**src/rtl/div_iter_p_pkg.sv**
```systemverilog
// Shared encodings, state type and word constants for the iterative divider.
package div_iter_p_pkg;

    localparam logic [2:0] INST_DIV  = 3'b100;
    localparam logic [2:0] INST_DIVU = 3'b101;
    localparam logic [2:0] INST_REM  = 3'b110;
    localparam logic [2:0] INST_REMU = 3'b111;

    typedef enum logic [3:0] {
        ST_IDLE = 4'b0001,
        ST_CALC = 4'b0010,
        ST_FIN  = 4'b0100,
        ST_DONE = 4'b1000
    } state_e;

    localparam int MAX_XLEN = 64;
    localparam logic [MAX_XLEN-1:0] ALL_ONES_W = {MAX_XLEN{1'b1}};
    localparam logic [MAX_XLEN-1:0] ZERO_W     = {MAX_XLEN{1'b0}};

    // DIV and REM are the signed forms (funct3 bit 0 clear).
    function automatic logic op_is_signed(input logic [2:0] op);
        return op[2] & ~op[0];
    endfunction

    function automatic logic op_is_rem(input logic [2:0] op);
        return op[2] & op[1];
    endfunction

endpackage

```
**src/rtl/div_iter_p_if.sv**
```systemverilog
// Request/response bundle between the EX stage (master) and the divider (slave).
interface div_iter_p_if #(
    parameter int XLEN    = 32,
    parameter int RADDR_W = 5
);
    import div_iter_p_pkg::*;

    logic               req_valid_i;
    logic               req_ready_o;
    logic [2:0]         op_i;
    logic [XLEN-1:0]    dividend_i;
    logic [XLEN-1:0]    divisor_i;
    logic [RADDR_W-1:0] reg_waddr_i;
    logic               flush_i;
    logic               resp_valid_o;
    logic               resp_ready_i;
    logic [XLEN-1:0]    result_o;
    logic [RADDR_W-1:0] reg_waddr_o;
    logic               busy_o;

    modport slave (
        input  req_valid_i, op_i, dividend_i, divisor_i, reg_waddr_i, flush_i, resp_ready_i,
        output req_ready_o, resp_valid_o, result_o, reg_waddr_o, busy_o
    );

    modport master (
        output req_valid_i, op_i, dividend_i, divisor_i, reg_waddr_i, flush_i, resp_ready_i,
        input  req_ready_o, resp_valid_o, result_o, reg_waddr_o, busy_o
    );

endinterface

```
**src/rtl/div_iter_p_step.sv**
```systemverilog
// One combinational restoring-division step: shift in the next dividend bit, trial-subtract.
module div_step #(
    parameter int XLEN = 32
) (
    input  logic [XLEN-1:0] rem_in,
    input  logic            quot_msb,
    input  logic [XLEN-1:0] divisor,
    output logic [XLEN-1:0] rem_out,
    output logic            q_bit
);

    logic [XLEN:0] shifted_s;
    logic [XLEN:0] diff_s;

    // rem_in < divisor always holds, so the XLEN+1-bit difference's top bit is a clean borrow.
    always_comb begin
        shifted_s = {rem_in, quot_msb};
        diff_s    = shifted_s - {1'b0, divisor};
        q_bit     = ~diff_s[XLEN];
        if (q_bit) begin
            rem_out = diff_s[XLEN-1:0];
        end else begin
            rem_out = shifted_s[XLEN-1:0];
        end
    end

endmodule

```
**src/rtl/div_iter_p.sv**
```systemverilog
// Iterative restoring divider for RV32M/RV64M DIV/DIVU/REM/REMU with valid/ready handshake and flush.
module div_iter_p
    import div_iter_p_pkg::*;
#(
    parameter int XLEN    = 32,
    parameter int STEPS   = 1,
    parameter int RADDR_W = 5
) (
    input  logic        clk,
    input  logic        rst,
    div_iter_p_if.slave bus
);

    localparam int NCYC  = XLEN / STEPS;
    localparam int CNT_W = $clog2(NCYC + 1);
    localparam logic [CNT_W-1:0] CNT_INIT = CNT_W'(NCYC);
    localparam logic [CNT_W-1:0] CNT_ONE  = CNT_W'(1);
    localparam logic [XLEN-1:0]  ONES_X   = ALL_ONES_W[XLEN-1:0];
    localparam logic [XLEN-1:0]  ZERO_X   = ZERO_W[XLEN-1:0];
    localparam logic [XLEN-1:0]  MIN_X    = {1'b1, ZERO_W[XLEN-2:0]};

    state_e             state_q, state_d;
    logic               is_rem_q, is_rem_d;
    logic               neg_quot_q, neg_quot_d;
    logic               neg_rem_q, neg_rem_d;
    logic [XLEN-1:0]    rem_q, rem_d;
    logic [XLEN-1:0]    quot_q, quot_d;
    logic [XLEN-1:0]    dvsr_q, dvsr_d;
    logic [XLEN-1:0]    result_q, result_d;
    logic [RADDR_W-1:0] waddr_q, waddr_d;
    logic [RADDR_W-1:0] waddr_out_q, waddr_out_d;
    logic [CNT_W-1:0]   cnt_q, cnt_d;

    logic               signed_s, rem_op_s, dvd_neg_s, dvs_neg_s;
    logic               div_zero_s, overflow_s, accept_s;
    logic [XLEN-1:0]    abs_dvd_s, abs_dvs_s, special_res_s;

    logic [XLEN-1:0]    rem_chain_s  [STEPS+1];
    logic [XLEN-1:0]    quot_chain_s [STEPS+1];
    logic [STEPS-1:0]   qbit_s;

    // Decode the incoming request: magnitudes, sign flags and the two special cases.
    always_comb begin
        signed_s  = op_is_signed(bus.op_i);
        rem_op_s  = op_is_rem(bus.op_i);
        dvd_neg_s = signed_s & bus.dividend_i[XLEN-1];
        dvs_neg_s = signed_s & bus.divisor_i[XLEN-1];
        if (dvd_neg_s) begin
            abs_dvd_s = ZERO_X - bus.dividend_i;
        end else begin
            abs_dvd_s = bus.dividend_i;
        end
        if (dvs_neg_s) begin
            abs_dvs_s = ZERO_X - bus.divisor_i;
        end else begin
            abs_dvs_s = bus.divisor_i;
        end
        div_zero_s = (bus.divisor_i == ZERO_X);
        overflow_s = signed_s & (bus.dividend_i == MIN_X) & (bus.divisor_i == ONES_X);
        if (div_zero_s) begin
            special_res_s = rem_op_s ? bus.dividend_i : ONES_X;
        end else if (overflow_s) begin
            special_res_s = rem_op_s ? ZERO_X : bus.dividend_i;
        end else begin
            special_res_s = ZERO_X;
        end
        accept_s = bus.req_valid_i & (state_q == ST_IDLE) & ~bus.flush_i;
    end

    assign rem_chain_s[0]  = rem_q;
    assign quot_chain_s[0] = quot_q;

    for (genvar g = 0; g < STEPS; g++) begin : g_step
        div_step #(.XLEN(XLEN)) u_step (
            .rem_in   (rem_chain_s[g]),
            .quot_msb (quot_chain_s[g][XLEN-1]),
            .divisor  (dvsr_q),
            .rem_out  (rem_chain_s[g+1]),
            .q_bit    (qbit_s[g])
        );
        assign quot_chain_s[g+1] = {quot_chain_s[g][XLEN-2:0], qbit_s[g]};
    end

    // Next-state and datapath update; flush overrides every state including the DONE handshake.
    always_comb begin
        state_d     = state_q;
        is_rem_d    = is_rem_q;
        neg_quot_d  = neg_quot_q;
        neg_rem_d   = neg_rem_q;
        rem_d       = rem_q;
        quot_d      = quot_q;
        dvsr_d      = dvsr_q;
        result_d    = result_q;
        waddr_d     = waddr_q;
        waddr_out_d = waddr_out_q;
        cnt_d       = cnt_q;
        if (bus.flush_i) begin
            state_d     = ST_IDLE;
            result_d    = ZERO_X;
            waddr_out_d = {RADDR_W{1'b0}};
        end else begin
            case (state_q)
                ST_IDLE: begin
                    if (accept_s) begin
                        is_rem_d   = rem_op_s;
                        waddr_d    = bus.reg_waddr_i;
                        neg_quot_d = ~rem_op_s & (dvd_neg_s ^ dvs_neg_s);
                        neg_rem_d  = rem_op_s & dvd_neg_s;
                        dvsr_d     = abs_dvs_s;
                        if (div_zero_s || overflow_s) begin
                            result_d    = special_res_s;
                            waddr_out_d = bus.reg_waddr_i;
                            state_d     = ST_DONE;
                        end else begin
                            rem_d   = ZERO_X;
                            quot_d  = abs_dvd_s;
                            cnt_d   = CNT_INIT;
                            state_d = ST_CALC;
                        end
                    end else begin
                        state_d = ST_IDLE;
                    end
                end
                ST_CALC: begin
                    rem_d  = rem_chain_s[STEPS];
                    quot_d = quot_chain_s[STEPS];
                    cnt_d  = cnt_q - CNT_ONE;
                    if (cnt_q == CNT_ONE) begin
                        state_d = ST_FIN;
                    end else begin
                        state_d = ST_CALC;
                    end
                end
                ST_FIN: begin
                    if (is_rem_q) begin
                        result_d = neg_rem_q ? (ZERO_X - rem_q) : rem_q;
                    end else begin
                        result_d = neg_quot_q ? (ZERO_X - quot_q) : quot_q;
                    end
                    waddr_out_d = waddr_q;
                    state_d     = ST_DONE;
                end
                ST_DONE: begin
                    if (bus.resp_ready_i) begin
                        state_d = ST_IDLE;
                    end else begin
                        state_d = ST_DONE;
                    end
                end
                default: begin
                    state_d = ST_IDLE;
                end
            endcase
        end
    end

    // State and datapath registers, cleared asynchronously.
    always_ff @(posedge clk or negedge rst) begin
        if (!rst) begin
            state_q     <= ST_IDLE;
            is_rem_q    <= 1'b0;
            neg_quot_q  <= 1'b0;
            neg_rem_q   <= 1'b0;
            rem_q       <= {XLEN{1'b0}};
            quot_q      <= {XLEN{1'b0}};
            dvsr_q      <= {XLEN{1'b0}};
            result_q    <= {XLEN{1'b0}};
            waddr_q     <= {RADDR_W{1'b0}};
            waddr_out_q <= {RADDR_W{1'b0}};
            cnt_q       <= {CNT_W{1'b0}};
        end else begin
            state_q     <= state_d;
            is_rem_q    <= is_rem_d;
            neg_quot_q  <= neg_quot_d;
            neg_rem_q   <= neg_rem_d;
            rem_q       <= rem_d;
            quot_q      <= quot_d;
            dvsr_q      <= dvsr_d;
            result_q    <= result_d;
            waddr_q     <= waddr_d;
            waddr_out_q <= waddr_out_d;
            cnt_q       <= cnt_d;
        end
    end

    assign bus.req_ready_o  = (state_q == ST_IDLE);
    assign bus.busy_o       = (state_q != ST_IDLE);
    assign bus.resp_valid_o = (state_q == ST_DONE);
    assign bus.result_o     = result_q;
    assign bus.reg_waddr_o  = waddr_out_q;

endmodule

```
**src/flat_wrapper.sv**
```systemverilog
// flat-port wrapper written by rule: the top's interface ports become plain ports
module div_iter_p_flat import div_iter_p_pkg::*;
#(
    parameter int XLEN    = 32,
    parameter int STEPS   = 1,
    parameter int RADDR_W = 5
)
  (clk, rst, bus_req_valid_i, bus_op_i, bus_dividend_i, bus_divisor_i, bus_reg_waddr_i, bus_flush_i, bus_resp_ready_i, bus_req_ready_o, bus_resp_valid_o, bus_result_o, bus_reg_waddr_o, bus_busy_o);
  div_iter_p_if #(.XLEN(XLEN), .RADDR_W(RADDR_W)) bus_i ();
  input  logic clk;
  input  logic rst;
  input wire logic [$bits(bus_i.req_valid_i)-1:0] bus_req_valid_i;
  input wire logic [$bits(bus_i.op_i)-1:0] bus_op_i;
  input wire logic [$bits(bus_i.dividend_i)-1:0] bus_dividend_i;
  input wire logic [$bits(bus_i.divisor_i)-1:0] bus_divisor_i;
  input wire logic [$bits(bus_i.reg_waddr_i)-1:0] bus_reg_waddr_i;
  input wire logic [$bits(bus_i.flush_i)-1:0] bus_flush_i;
  input wire logic [$bits(bus_i.resp_ready_i)-1:0] bus_resp_ready_i;
  output wire logic [$bits(bus_i.req_ready_o)-1:0] bus_req_ready_o;
  output wire logic [$bits(bus_i.resp_valid_o)-1:0] bus_resp_valid_o;
  output wire logic [$bits(bus_i.result_o)-1:0] bus_result_o;
  output wire logic [$bits(bus_i.reg_waddr_o)-1:0] bus_reg_waddr_o;
  output wire logic [$bits(bus_i.busy_o)-1:0] bus_busy_o;
  assign bus_i.req_valid_i = bus_req_valid_i;
  assign bus_i.op_i = bus_op_i;
  assign bus_i.dividend_i = bus_dividend_i;
  assign bus_i.divisor_i = bus_divisor_i;
  assign bus_i.reg_waddr_i = bus_reg_waddr_i;
  assign bus_i.flush_i = bus_flush_i;
  assign bus_i.resp_ready_i = bus_resp_ready_i;
  assign bus_req_ready_o = bus_i.req_ready_o;
  assign bus_resp_valid_o = bus_i.resp_valid_o;
  assign bus_result_o = bus_i.result_o;
  assign bus_reg_waddr_o = bus_i.reg_waddr_o;
  assign bus_busy_o = bus_i.busy_o;
  div_iter_p #(.XLEN(XLEN), .STEPS(STEPS), .RADDR_W(RADDR_W)) u_core (.clk(clk), .rst(rst), .bus(bus_i));
endmodule
```
**config.mk**
```make
export PLATFORM = sky130hd
export DESIGN_NAME = div_iter_p_flat
export DESIGN_NICKNAME = d
export VERILOG_FILES = /design/src/rtl/div_iter_p_pkg.sv /design/src/rtl/div_iter_p_if.sv /design/src/rtl/div_iter_p_step.sv /design/src/rtl/div_iter_p.sv /design/src/flat_wrapper.sv
export SDC_FILE = /design/constraint.sdc
export NUM_CORES = 1
export LEC_CHECK = 0
export ABC_CLOCK_PERIOD_IN_PS = 7550
export BUFFER_PORTS_ARGS = -buffer_cell sky130_fd_sc_hd__buf_2
export CORE_MARGIN = 4
export CORE_UTILIZATION = 62
export CTS_BUF_LIST = sky130_fd_sc_hd__clkbuf_8 sky130_fd_sc_hd__clkbuf_16
export DETAILED_ROUTE_END_ITERATION = 7
export GPL_TIMING_DRIVEN = 0
export HOLD_SLACK_MARGIN = 0.03
export PLACE_DENSITY = 0.83
export SETUP_SLACK_MARGIN = 0.5
export SLEW_MARGIN = 25
export SYNTH_ARGS = -nofsm -noshare
export SYNTH_HDL_FRONTEND = slang
export SYNTH_SLANG_ARGS = --single-unit
```
**constraint.sdc**
```tcl
create_clock -name clk -period 7.55 [get_ports clk]
set_input_delay 0.755 -clock clk [delete_from_list [all_inputs] [get_ports clk]]
set_output_delay 0.755 -clock clk [all_outputs]
set_load 0.01 [all_outputs]
```
==> summary.txt, run 1 <==
Outcome
  – Status: finished, final reports clean

Floorplan
  – Die Height: 145.2 um
  – Die ar.: 21080 um^2
  – Core area: 18210 um^2
  – Chip width: 145.2 um
  – Rows: 49
  – IO Count: 117
  – Starting density of the core: 64.07%

Power and ir drop
  – Peak supply drop: 0.1702 mV
  – NetSw: 0.9170 mW
  – Final Total Pwr: 2.586 mW
  – Switching Share: 35.46%
  – Int Power: 1.669 mW
  – PwrDens: 196.4 nW/um^2
  – Power share of the clock group: 33.7%
  – Sequential share of power: 39.6%
  – Leak Pwr: 5.939 nW
  – Logic pwr share: 26.8%

Logic synthesis
  – Mux share of post-synthesis cell area: 0.9867%
  – Unique masters post-synth: 73
  – Largest family of logic cells by synthesized area: compound AO/OA/AOI/OAI gates
  – Ys async rst share: 100.0%
  – Post-Synth XOR/XNOR Area: 11.04%
  – Post-synth net total: 1571
  – Mapped Cells: 1454
  – Adder-cell share of the synthesized area: 4.354%
  – Ys Warns: 0
  – #FFs+latches synth: 151
  – Mapped cell area: 11670 um^2
  – Post-synthesis compound-gate area fraction: 25.03%
  – Post-Synth Simple-Gate Area: 21.11%
  – Mapped Avg Cell Area: 8.024 um^2
  – Most common flop cell mapped by yosys: dfrtp_1
  – Sequential area share after synthesis: 32.40%
  – Post-synth EDFFs: 0

Finish
  – Nets: 1706
  – Final Cell Area: 13170 um^2
  – Share of layout cells above drive strength 1: 12.80%
  – Ant diodes: 0
  – Final Util: 72.34%
  – Fin cells: 1831
  – Area delta synth->final: 12.90%

Setup path
  – Reg-to-reg startpoint: u_core.quot_q[31]
  – CP max FO: 10
  – Critical Path RT: 7.88 ns
  – Reg2reg end: u_core.rem_q[23]
  – CP startpoint kind: register
  – R2R Setup Slk: 3.45 ns
  – CP Capture Point: u_core.rem_q[23]
  – CP endpoint kind: register
  – Arr. time, crit path: 4.43 ns
  – Crit Path Class: register to register
  – Crit path from: u_core.quot_q[31]
  – R2R depth: 14

Routing
  – Iter 0 DRT Violations: 1418
  – Drt wl/cell: 22.41 um
  – Drt drc: 0
  – DRT Wirelength: 41.04 mm
  – Antenna-violating nets left: 0
  – Initial DRT Pass Iterations: 5
  – Post-DR vias/cell: 6.611
  – Via Count: 12110

STA
  – Setup TNS: 0 ns
  – Max_slew headroom: 34.79%
  – Final worst-path cycle share: 54.35%
  – Final worst path period need: 4.103 ns
  – Fin. Hold Viols: 0
  – Setup Skew: 0.01167 ns
  – Max frequency: 243.7 MHz
  – Worst hold slack: 0.2434 ns
  – RSZ-0062 raised after global routing: no
  – Finish-stage setup viols: 0
  – Fin. max-slew vios: 0
  – Post-route setup slack: 3.447 ns
  – Worst slew pin tran: 0.9707 ns

Placement
  – Post-Place Setup Slack: 3.453 ns
  – HPWL Detailed: 31.38 mm
  – GPL Wtd Cong: 1.051
  – Placed Area: 12590 um^2
  – DP Cell Count: 1799
  – Port buffer count: 115

CTS
  – Clock transition at the registers of the reported paths: 0.06 ns
  – Max clock buf depth: 2
  – CTS tree: built
  – TritonCTS buffer count: 17
  – Cts repair resizes: 0
  – Clk_lat worst skew: 0.45 ns
  – Post-CTS setup repair buffer count: 0
  – CTS H-Tree Depth: 4
  – CTS root buf: clkbuf_16
  – Num Clock Sinks: 151
  – Post-cts hold buffer count: 0

Global route
  – Initial antenna violation count: 0
  – Gr usage total: 38.04%
  – First-pass GRT wire length: 63.77 mm
  – Vias in the first global route: 11580
  – Total congestion overflow: 0
  – Largest net degree at the start of global routing: 94

Flow run
  – Max cap viols: 0

Hold path
  – Min-delay worst type: input port to asynchronous set/reset pin
per-layer routing:
layer  GRT usage, %  up-vias  part of all wire, %
li1               -     5507                    -
met1          46.83     5709                   38
met2          60.52      711                   45
met3          7.858      178                  8.9
met4          25.69        0                  8.3
met5              0        -                    0
cells by family after synthesis:
group | Yosys count
and+or+nand+nor | 528
AOI/OAI and AO/OA | 433
DFF | 151
xor gates and xnor gates | 147
muxes | 11
buffers and inverters | 144
adders and majority gates | 40
flip-flops by register name (all words and copies together) (netlist names):
signal,count
u_core.quot_q,32
u_core.neg_rem_q,1
u_core.bus.reg_waddr_o,5
u_core.is_rem_q,1
u_core.state_q,4
u_core.cnt_q,6
u_core.waddr_q,5
u_core.dvsr_q,32
u_core.rem_q,32
u_core.neg_quot_q,1
u_core.bus.result_o,32
cells in the mapped netlist, drive strengths merged, types with 30 or more instances:
library cell    n  area (um^2)
nand2         200        750.7
dfrtp         150         3754
nor2          133        501.7
a21oi         120        600.6
o21ai         119        606.8
xnor2          81        709.4
xor2           66        578.1
clkbuf         61        229.0
inv            58        217.7
nand3          42        210.2
ha             39        488.0
o41ai          33        394.1
nor3           30        166.4
cell usage in the layout (no fill, tap or decap), types with 5 or more instances in the layout:
| cell type | n |
|---|---|
| mux2i_1 | 7 |
| buf_2 | 129 |
| nand3_1 | 42 |
| xnor2_1 | 81 |
| a21boi_0 | 6 |
| nor3_1 | 28 |
| nand2_1 | 200 |
| or2_2 | 6 |
| a211oi_1 | 20 |
| o211ai_1 | 7 |
| a31oi_1 | 9 |
| ha_1 | 39 |
| a21oi_1 | 120 |
| o41ai_2 | 15 |
| nand2b_1 | 19 |
| nor4_1 | 17 |
| nand4_1 | 15 |
| o41ai_1 | 18 |
| xor2_1 | 66 |
| or3_1 | 18 |
| nor2_1 | 132 |
| o311ai_0 | 27 |
| or4_1 | 13 |
| o31ai_1 | 25 |
| dfrtp_1 | 150 |
| clkbuf_16 | 17 |
| a221o_1 | 15 |
| clkbuf_1 | 61 |
| a311oi_1 | 5 |
| o21ai_0 | 118 |
| a21o_1 | 11 |
| nor2b_1 | 10 |
| inv_1 | 62 |
critical path: stages (launching register included):
cell,delay [ns]
dfrtp_1,0.43
inv_1,0.11
ha_1,0.24
fa_1,0.40
nand2b_1,0.18
a21oi_1,0.30
o21ai_0,0.24
a41o_1,0.34
o21ai_0,0.26
a21oi_1,0.19
o211ai_1,0.39
buf_2,0.38
buf_2,0.31
nand3_1,0.11
o311ai_0,0.12
worst min path at each step:
stage	to	slack, ns	depth (start not counted)
after floorplan	u_core.waddr_q[4]	0.45	2
after global placement	u_core.bus.result_o[4]	0.46	2
after detailed placement	u_core.bus.result_o[3]	0.46	2
after CTS	u_core.quot_q[4]	0.26	1
after global routing	u_core.quot_q[4]	0.28	1
final	u_core.quot_q[4]	0.24	1
power groups by stage:
stage	Clock (mW)	Sequential (mW)	Combinational (mW)
6_report	0.871	1.02	0.692
5_1_grt	0.905	1.03	0.766
4_1_cts	0.865	1.02	0.680
3_5_place_dp	0	1.03	0.678
3_3_place_gp	0	1.02	0.658
2_1_floorplan	0	0.992	0.467
area by class of cell:
| type | instances | area, um^2 |
|---|---|---|
| Multi-Input combinational cell | 1159 | 7313 |
| Fill cell | 1516 | 5037 |
| Sequential cell | 151 | 3780 |
| Timing Repair Buffer | 116 | 613.1 |
| Clock buffer | 19 | 452.9 |
| Buffer | 86 | 375.4 |
| Tap cell | 229 | 286.5 |
| Inverter | 58 | 217.7 |
| Clock inverter | 13 | 132.6 |
No activity file was read; power rests on OpenSTA's default activity.
==> inputs of run 2 (changes only) <==
- ABC_CLOCK_PERIOD_IN_PS: 7550 -> 4059
- CORE_UTILIZATION: 62 -> 61
- PLACE_DENSITY: 0.83 -> 0.82
- clock period: 7.55 -> 4.06 ns (I/O delays scaled with it)
==> run 2 against run 1 <==
Cell area up 1.2%; sequential power up 86%; utilization down 1.3 points; critical endpoint is now u_core.quot_q[31]; hold slack worse by 0.079 ns; clock-buffer cell count down 1.
==> summary.txt, run 2 (synthesized netlist as in run 1, its figures left out) <==
CTS
  – Clk_lat worst skew: 0.45 ns (about the same)
  – Clock transition at the registers of the reported paths: 0.06 ns (about the same)
  – Max clock buf depth: 2 (unchanged)
  – CTS tree: built
  – CTS H-Tree Depth: 4 (unchanged)
  – CTS root buf: clkbuf_16
  – Num Clock Sinks: 151 (unchanged)
  – TritonCTS buffer count: 17 (unchanged)

Placement
  – Placed Area: 12590 um^2 (unchanged)
  – DP Cell Count: 1804 (+0.28%)
  – Port buffer count: 115 (unchanged)
  – GPL Wtd Cong: 1.010 (-3.9%)
  – HPWL Detailed: 31.42 mm (+0.13%)

Finish
  – Multi-input gate area: 7375 um^2 (+0.84%)
  – Nets: 1710 (+0.23%)
  – Register area: 3784 um^2 (about the same)
  – Final Cell Area: 13330 um^2 (+1.2%)
  – Final Util: 71.01% (-1.3 points)
  – Share of layout cells above drive strength 1: 14.45% (+1.6 points)
  – Most common cell after layout, fill and taps aside: nand2_1
  – Commonest non-fill, non-tap cells in the layout: nand2_1, dfrtp_1, nor2_1
  – Fill count: 1544 (+1.8%)
  – Ant diodes: 0 (unchanged)
  – Area delta synth->final: 14.23%
  – Fin cells: 1840 (+0.49%)

Setup path
  – Crit path cell chain: buf_2, or4_1, nor3_1, nand4_1, nor3_4, nor3_1, o21bai_2, buf_4, buf_2, a221oi_1, a21oi_1
  – Arr. time, crit path: 3.82 ns (-0.61 ns)
  – CP max FO: 10 (unchanged)
  – Crit Path Class: input port to register
  – Bufs and invs on worst path: 3 (unchanged)
  – Family with the most delay on the worst path: simple AND/OR/NAND/NOR gates
  – Slowest stage delay, CP: 0.60 ns (+0.17 ns)
  – CP startpoint kind: input port
  – Critical-path cell with the highest stage delay: or4_1
  – CP endpoint kind: register
  – Critical Path RT: 4.41 ns (-3.47 ns)

STA
  – Finish-stage setup viols: 0 (unchanged)
  – Max frequency: 288.4 MHz
  – RSZ-0062 raised after global routing: yes
  – Fin. max-slew vios: 0 (unchanged)
  – Worst slew pin tran: 0.8911 ns (-0.07964 ns)
  – Fin. Hold Viols: 0 (unchanged)
  – Max_slew headroom: 40.14% (+5.4 points)
  – Setup Skew: 0.02310 ns (+0.01143 ns)
  – Final worst path period need: 3.467 ns
  – Final worst-path cycle share: 85.40%

Global route
  – First-pass GRT wire length: 64.01 mm (+0.38%)
  – Total congestion overflow: 0 (unchanged)
  – Global-route met2 utilization: 61.82% (+1.3 points)
  – Most crowded layer after global routing: met2
  – M3 GR Usage: 5.525% (-2.3 points)
  – Vias in the first global route: 11560 (-0.14%)
  – Initial antenna violation count: 0 (unchanged)
  – Largest net degree at the start of global routing: 95 (+1.1%)
  – Gr usage total: 37.63% (-0.41 points)
  – Met1 usage: 47.69% (+0.86 points)

Power and ir drop
  – Final Total Pwr: 4.919 mW (+90%)
  – Leak Pwr: 5.991 nW (+0.88%)
  – PwrDens: 369.1 nW/um^2 (+88%)
  – Peak supply drop: 0.2600 mV (+53%)

Routing
  – Antenna-violating nets left: 0 (unchanged)
  – Via Count: 12210 (+0.83%)
  – Drt drc: 0 (unchanged)
  – Drt wl/cell: 22.29 um (-0.54%)
  – Post-DR vias/cell: 6.633 (+0.33%)
  – Initial DRT Pass Iterations: 6 (+1)
  – DRT Wirelength: 41.02 mm (about the same)
  – Iter 0 DRT Violations: 1364 (-3.8%)

Hold path
  – Min-delay worst type: input port to register

Floorplan
  – IO Count: 117 (unchanged)
  – Die ar.: 21400 um^2 (+1.5%)
  – Rows: 50 (+2.0%)
  – Core area: 18770 um^2 (+3.1%)
  – Starting density of the core: 62.16% (-1.9 points)
  – Die Height: 146.3 um (+0.77%)
  – Chip width: 146.3 um (+0.77%)

Outcome
  – Status: finished, final reports clean

Flow run
  – Max cap viols: 0 (unchanged)
## run 2: cell types whose count changed in the layout (fill, tap and decap cells not counted), moves of 3 or more
cell,before,now
o21ai_0,118,115
o311ai_1,0,14
dfrtp_2,0,3
clkbuf_2,0,3
clkbuf_1,61,57
o311ai_0,27,10
ha_2,0,4
ha_1,39,35
inv_1,62,58
o311ai_2,0,3
buf_4,3,8
dfrtp_1,150,147
## run 2: repair_timing
action	4_1_cts	5_1_grt
gates resized for setup	11	32
hold endpoints to repair	57	0
hold buffers	1	0
endpoints found under the setup margin	33	38
pin swaps	1	2
buffers inserted	2	1
## run 2: routing by layer
layer / share of wire, % / vias to the layer above
met3: 8.1 / 153
met1: 38 / 5774
met4: 6.3 / 0
met2: 47 / 740
li1: - / 5538
met5: 0 / -
## run 2: cell type report
cell class	instances	area share [%]
multi-input combinational	1159	55.34
sequential	151	28.39
timing repair buffer	120	4.845
clock buffer	18	3.295
buffer	86	2.892
tap	234	2.197
inverter	58	1.634
clock inverter	14	1.408
## run 2: report_power, final
part,switching (mW),internal [mW]
clock network,0.717,1.00
registers,0.215,1.69
logic,0.808,0.493
total,1.74,3.18
## run 2: per-stage QoR
step / setup slack (ns) / TNS, ns / hold WS, ns
after floorplan: 0.8779 / 0 / 0.1104
after global placement: 0.1362 / 0 / 0.4574
after detailed placement: -0.0002340 / -0.0002340 / 0.3669
after CTS: 0.4945 / 0 / 0.1624
after global routing: 0.4608 / 0 / 0.1834
final: 0.5926 / 0 / 0.1647
## run 2: worst paths after layout
path	start	to	slack, ns	depth (start not counted)
max in group asynchronous	rst	u_core.neg_rem_q	2.73	3
worst min register to register	u_core.bus.result_o[2]	u_core.bus.result_o[2]	0.48	2
worst max-delay path	bus_dividend_i[13]	u_core.quot_q[31]	0.59	11
min in group asynchronous	rst	u_core.quot_q[11]	0.49	2
worst min-delay path	bus_op_i[1]	u_core.neg_quot_q	0.16	2
worst max register to register	u_core.quot_q[31]	u_core.rem_q[18]	0.62	14
==> inputs of run 3 (changes only) <==
- ABC_AREA: default -> 0
- BUFFER_PORTS_ARGS: -buffer_cell sky130_fd_sc_hd__buf_2 -> -buffer_cell sky130_fd_sc_hd__buf_4
- PLACE_DENSITY: 0.82 -> default
- PLACE_DENSITY_LB_ADDON: default -> 0.05
==> run 3 against run 2 <==
Routed wire length increased by 0.56%; hold slack got worse by 0.023 ns; fmax decreased by 0.38%; critical endpoint is now u_core.rem_q[0]; largest cell class unchanged.
==> summary.txt, run 3 (synthesized netlist as in run 1, its figures left out) <==
Setup path
  – R2R depth: 13 (-1)
  – Reg2reg end: u_core.rem_q[0]
  – CP endpoint kind: register
  – Reg-to-reg startpoint: u_core.quot_q[31]
  – R2R Setup Slk: 0.58 ns (-0.04 ns)
  – CP Capture Point: u_core.rem_q[0]
  – Crit path from: u_core.quot_q[31]
  – CP startpoint kind: register
  – Critical Path RT: 4.37 ns (-0.04 ns)
  – CP max FO: 10 (unchanged)
  – Arr. time, crit path: 3.79 ns (-0.03 ns)
  – Crit Path Class: register to register

Outcome
  – Status: finished, final reports clean

CTS
  – Num Clock Sinks: 151 (unchanged)
  – CTS root buf: clkbuf_16
  – CTS tree: built
  – Clock transition at the registers of the reported paths: 0.07 ns (about the same)
  – CTS H-Tree Depth: 4 (unchanged)
  – Clk_lat worst skew: 0.44 ns (about the same)
  – Max clock buf depth: 2 (unchanged)
  – TritonCTS buffer count: 17 (unchanged)

Floorplan
  – Core area: 18770 um^2 (unchanged)
  – IO Count: 117 (unchanged)
  – Rows: 50 (unchanged)
  – Die ar.: 21400 um^2 (unchanged)
  – Chip width: 146.3 um (unchanged)
  – Starting density of the core: 62.16% (unchanged)
  – Die Height: 146.3 um (unchanged)

Placement
  – Port buffer count: 115 (unchanged)
  – GPL Wtd Cong: 1.003 (-0.62%)
  – HPWL Detailed: 31.33 mm (-0.28%)

Routing
  – Drt wl/cell: 22.38 um (+0.39%)
  – Via Count: 12240 (+0.29%)
  – Drt drc: 0 (unchanged)
  – Initial DRT Pass Iterations: 6 (unchanged)
  – DRT Wirelength: 41.25 mm (+0.56%)
  – Antenna-violating nets left: 0 (unchanged)
  – Iter 0 DRT Violations: 1156 (-15%)
  – Post-DR vias/cell: 6.642 (+0.13%)

Power and ir drop
  – PwrDens: 358.9 nW/um^2 (-2.8%)
  – Final Total Pwr: 4.880 mW (-0.80%)
  – Leak Pwr: 6.084 nW (+1.6%)
  – Peak supply drop: 0.2918 mV (+12%)
  – Logic pwr share: 27.2% (+0.8 points)
  – Power share of the clock group: 33.9% (-1.0 points)
  – Int Power: 3.139 mW (-1.3%)
  – Switching Share: 35.67% (+0.31 points)
  – NetSw: 1.741 mW (about the same)
  – Sequential share of power: 38.9% (+0.3 points)

Global route
  – First-pass GRT wire length: 63.98 mm (about the same)
  – Gr usage total: 37.70% (+0.064 points)
  – Initial antenna violation count: 0 (unchanged)
  – Vias in the first global route: 11440 (-1.0%)
  – Total congestion overflow: 0 (unchanged)
  – Largest net degree at the start of global routing: 93 (-2.1%)

STA
  – Max_slew headroom: 30.94% (-9.2 points)
  – Max frequency: 287.3 MHz (-0.38%)
  – Fin. Hold Viols: 0 (unchanged)
  – Final worst-path cycle share: 85.73% (+0.32 points)
  – RSZ-0062 raised after global routing: no
  – Finish-stage setup viols: 0 (unchanged)
  – Fin. max-slew vios: 0 (unchanged)
  – Setup TNS: 0 ns (unchanged)
  – Final worst path period need: 3.480 ns (+0.01309 ns)
  – Worst slew pin tran: 1.026 ns (+0.1353 ns)
  – Setup Skew: 0.01080 ns (-0.01230 ns)

Finish
  – Most common cell after layout, fill and taps aside: nand2_1
  – Nets: 1713 (+0.18%)
  – Ant diodes: 0 (unchanged)
  – Commonest non-fill, non-tap cells in the layout: nand2_1, dfrtp_1, nor2_1
  – Area delta synth->final: 16.56%
  – Share of layout cells above drive strength 1: 13.98% (-0.46 points)

Hold path
  – Min-delay worst type: input port to register

Flow run
  – Max cap viols: 0 (unchanged)
-- run 3: cell count changes in the layout (fill, tap and decap cells not counted), moves of 3 or more --
cell / delta
buf_2: -115
ha_1: +3
dfrtp_1: +3
o311ai_0: +3
dfrtp_2: -3
ha_2: -3
buf_4: +116
-- run 3: how the worst min path moves through the flow --
stage | endpoint | cells after the start | slack (ns) | start
2_1_floorplan | u_core.bus.reg_waddr_o[0] | 0 | 0.11 | rst
3_3_place_gp | u_core.dvsr_q[8] | 2 | 0.46 | u_core.dvsr_q[8]
3_5_place_dp | u_core.quot_q[9] | 1 | 0.37 | rst
4_1_cts | u_core.neg_quot_q | 2 | 0.14 | bus_op_i[1]
5_1_grt | u_core.waddr_q[4] | 3 | 0.17 | bus_reg_waddr_i[4]
6_report | u_core.neg_quot_q | 2 | 0.14 | bus_op_i[1]
-- run 3: through the flow --
step                utilization [%]  instance area (um^2)  std cells  hold slack [ns]  setup WS (ns)
floorplan                         -                 11670       1454           0.1104         0.8779
global placement              68.32                 12820       1803           0.4645         0.1444
detailed placement            68.58                 12870       1804           0.3715        0.09182
CTS                           72.19                 13550       1841           0.1397         0.5011
global route                  72.45                 13600       1843           0.1671         0.4841
finish                        72.45                 13600       1843           0.1414         0.5795
-- run 3: what timing repair did --
action / in CTS / in global routing
hold buffers: 1 / 0
pin swaps: 1 / 3
resized for setup: 11 / 21
setup endpoints to repair: 34 / 34
setup buffers: 4 / 2
hold endpoints to repair: 59 / 0
-- run 3: power by group through the flow --
stage | Sequential, mW | Clock [mW] | Combinational, mW
6_report | 1.90 | 1.65 | 1.33
5_1_grt | 1.92 | 1.72 | 1.45
4_1_cts | 1.89 | 1.66 | 1.29
3_5_place_dp | 1.91 | 0 | 1.28
3_3_place_gp | 1.90 | 0 | 1.25
2_1_floorplan | 1.85 | 0 | 0.869
-- run 3: worst max-delay path: stages, from the launching register on --
cell and delay [ns]:
dfrtp_1 0.41, inv_1 0.10, ha_1 0.25, fa_1 0.44, nand2b_1 0.21, a21oi_2 0.25, o21ai_2 0.12, a41o_1 0.25
o21a_1 0.20, o211ai_1 0.18, o211ai_1 0.18, buf_4 0.20, clkbuf_2 0.20, o311ai_0 0.36
-- run 3: layer usage --
layer  up-vias  GRT usage (%)  share of wire, %
met1      5839          47.17                39
met2       709          60.75                46
met4         0          23.57               7.3
met3       157          6.518               8.0
li1       5536              -                 -
met5         -              0                 0
-- run 3: final cells by class --
type                            count  area (um^2)
Sequential cell                   151         3780
Buffer                             86        390.4
Fill cell                        1549         5170
Tap cell                          234        292.8
Timing Repair Buffer              123        965.9
Clock inverter                     14        161.4
Multi-Input combinational cell   1159         7351
Inverter                           58        217.7
Clock buffer                       18        439.2
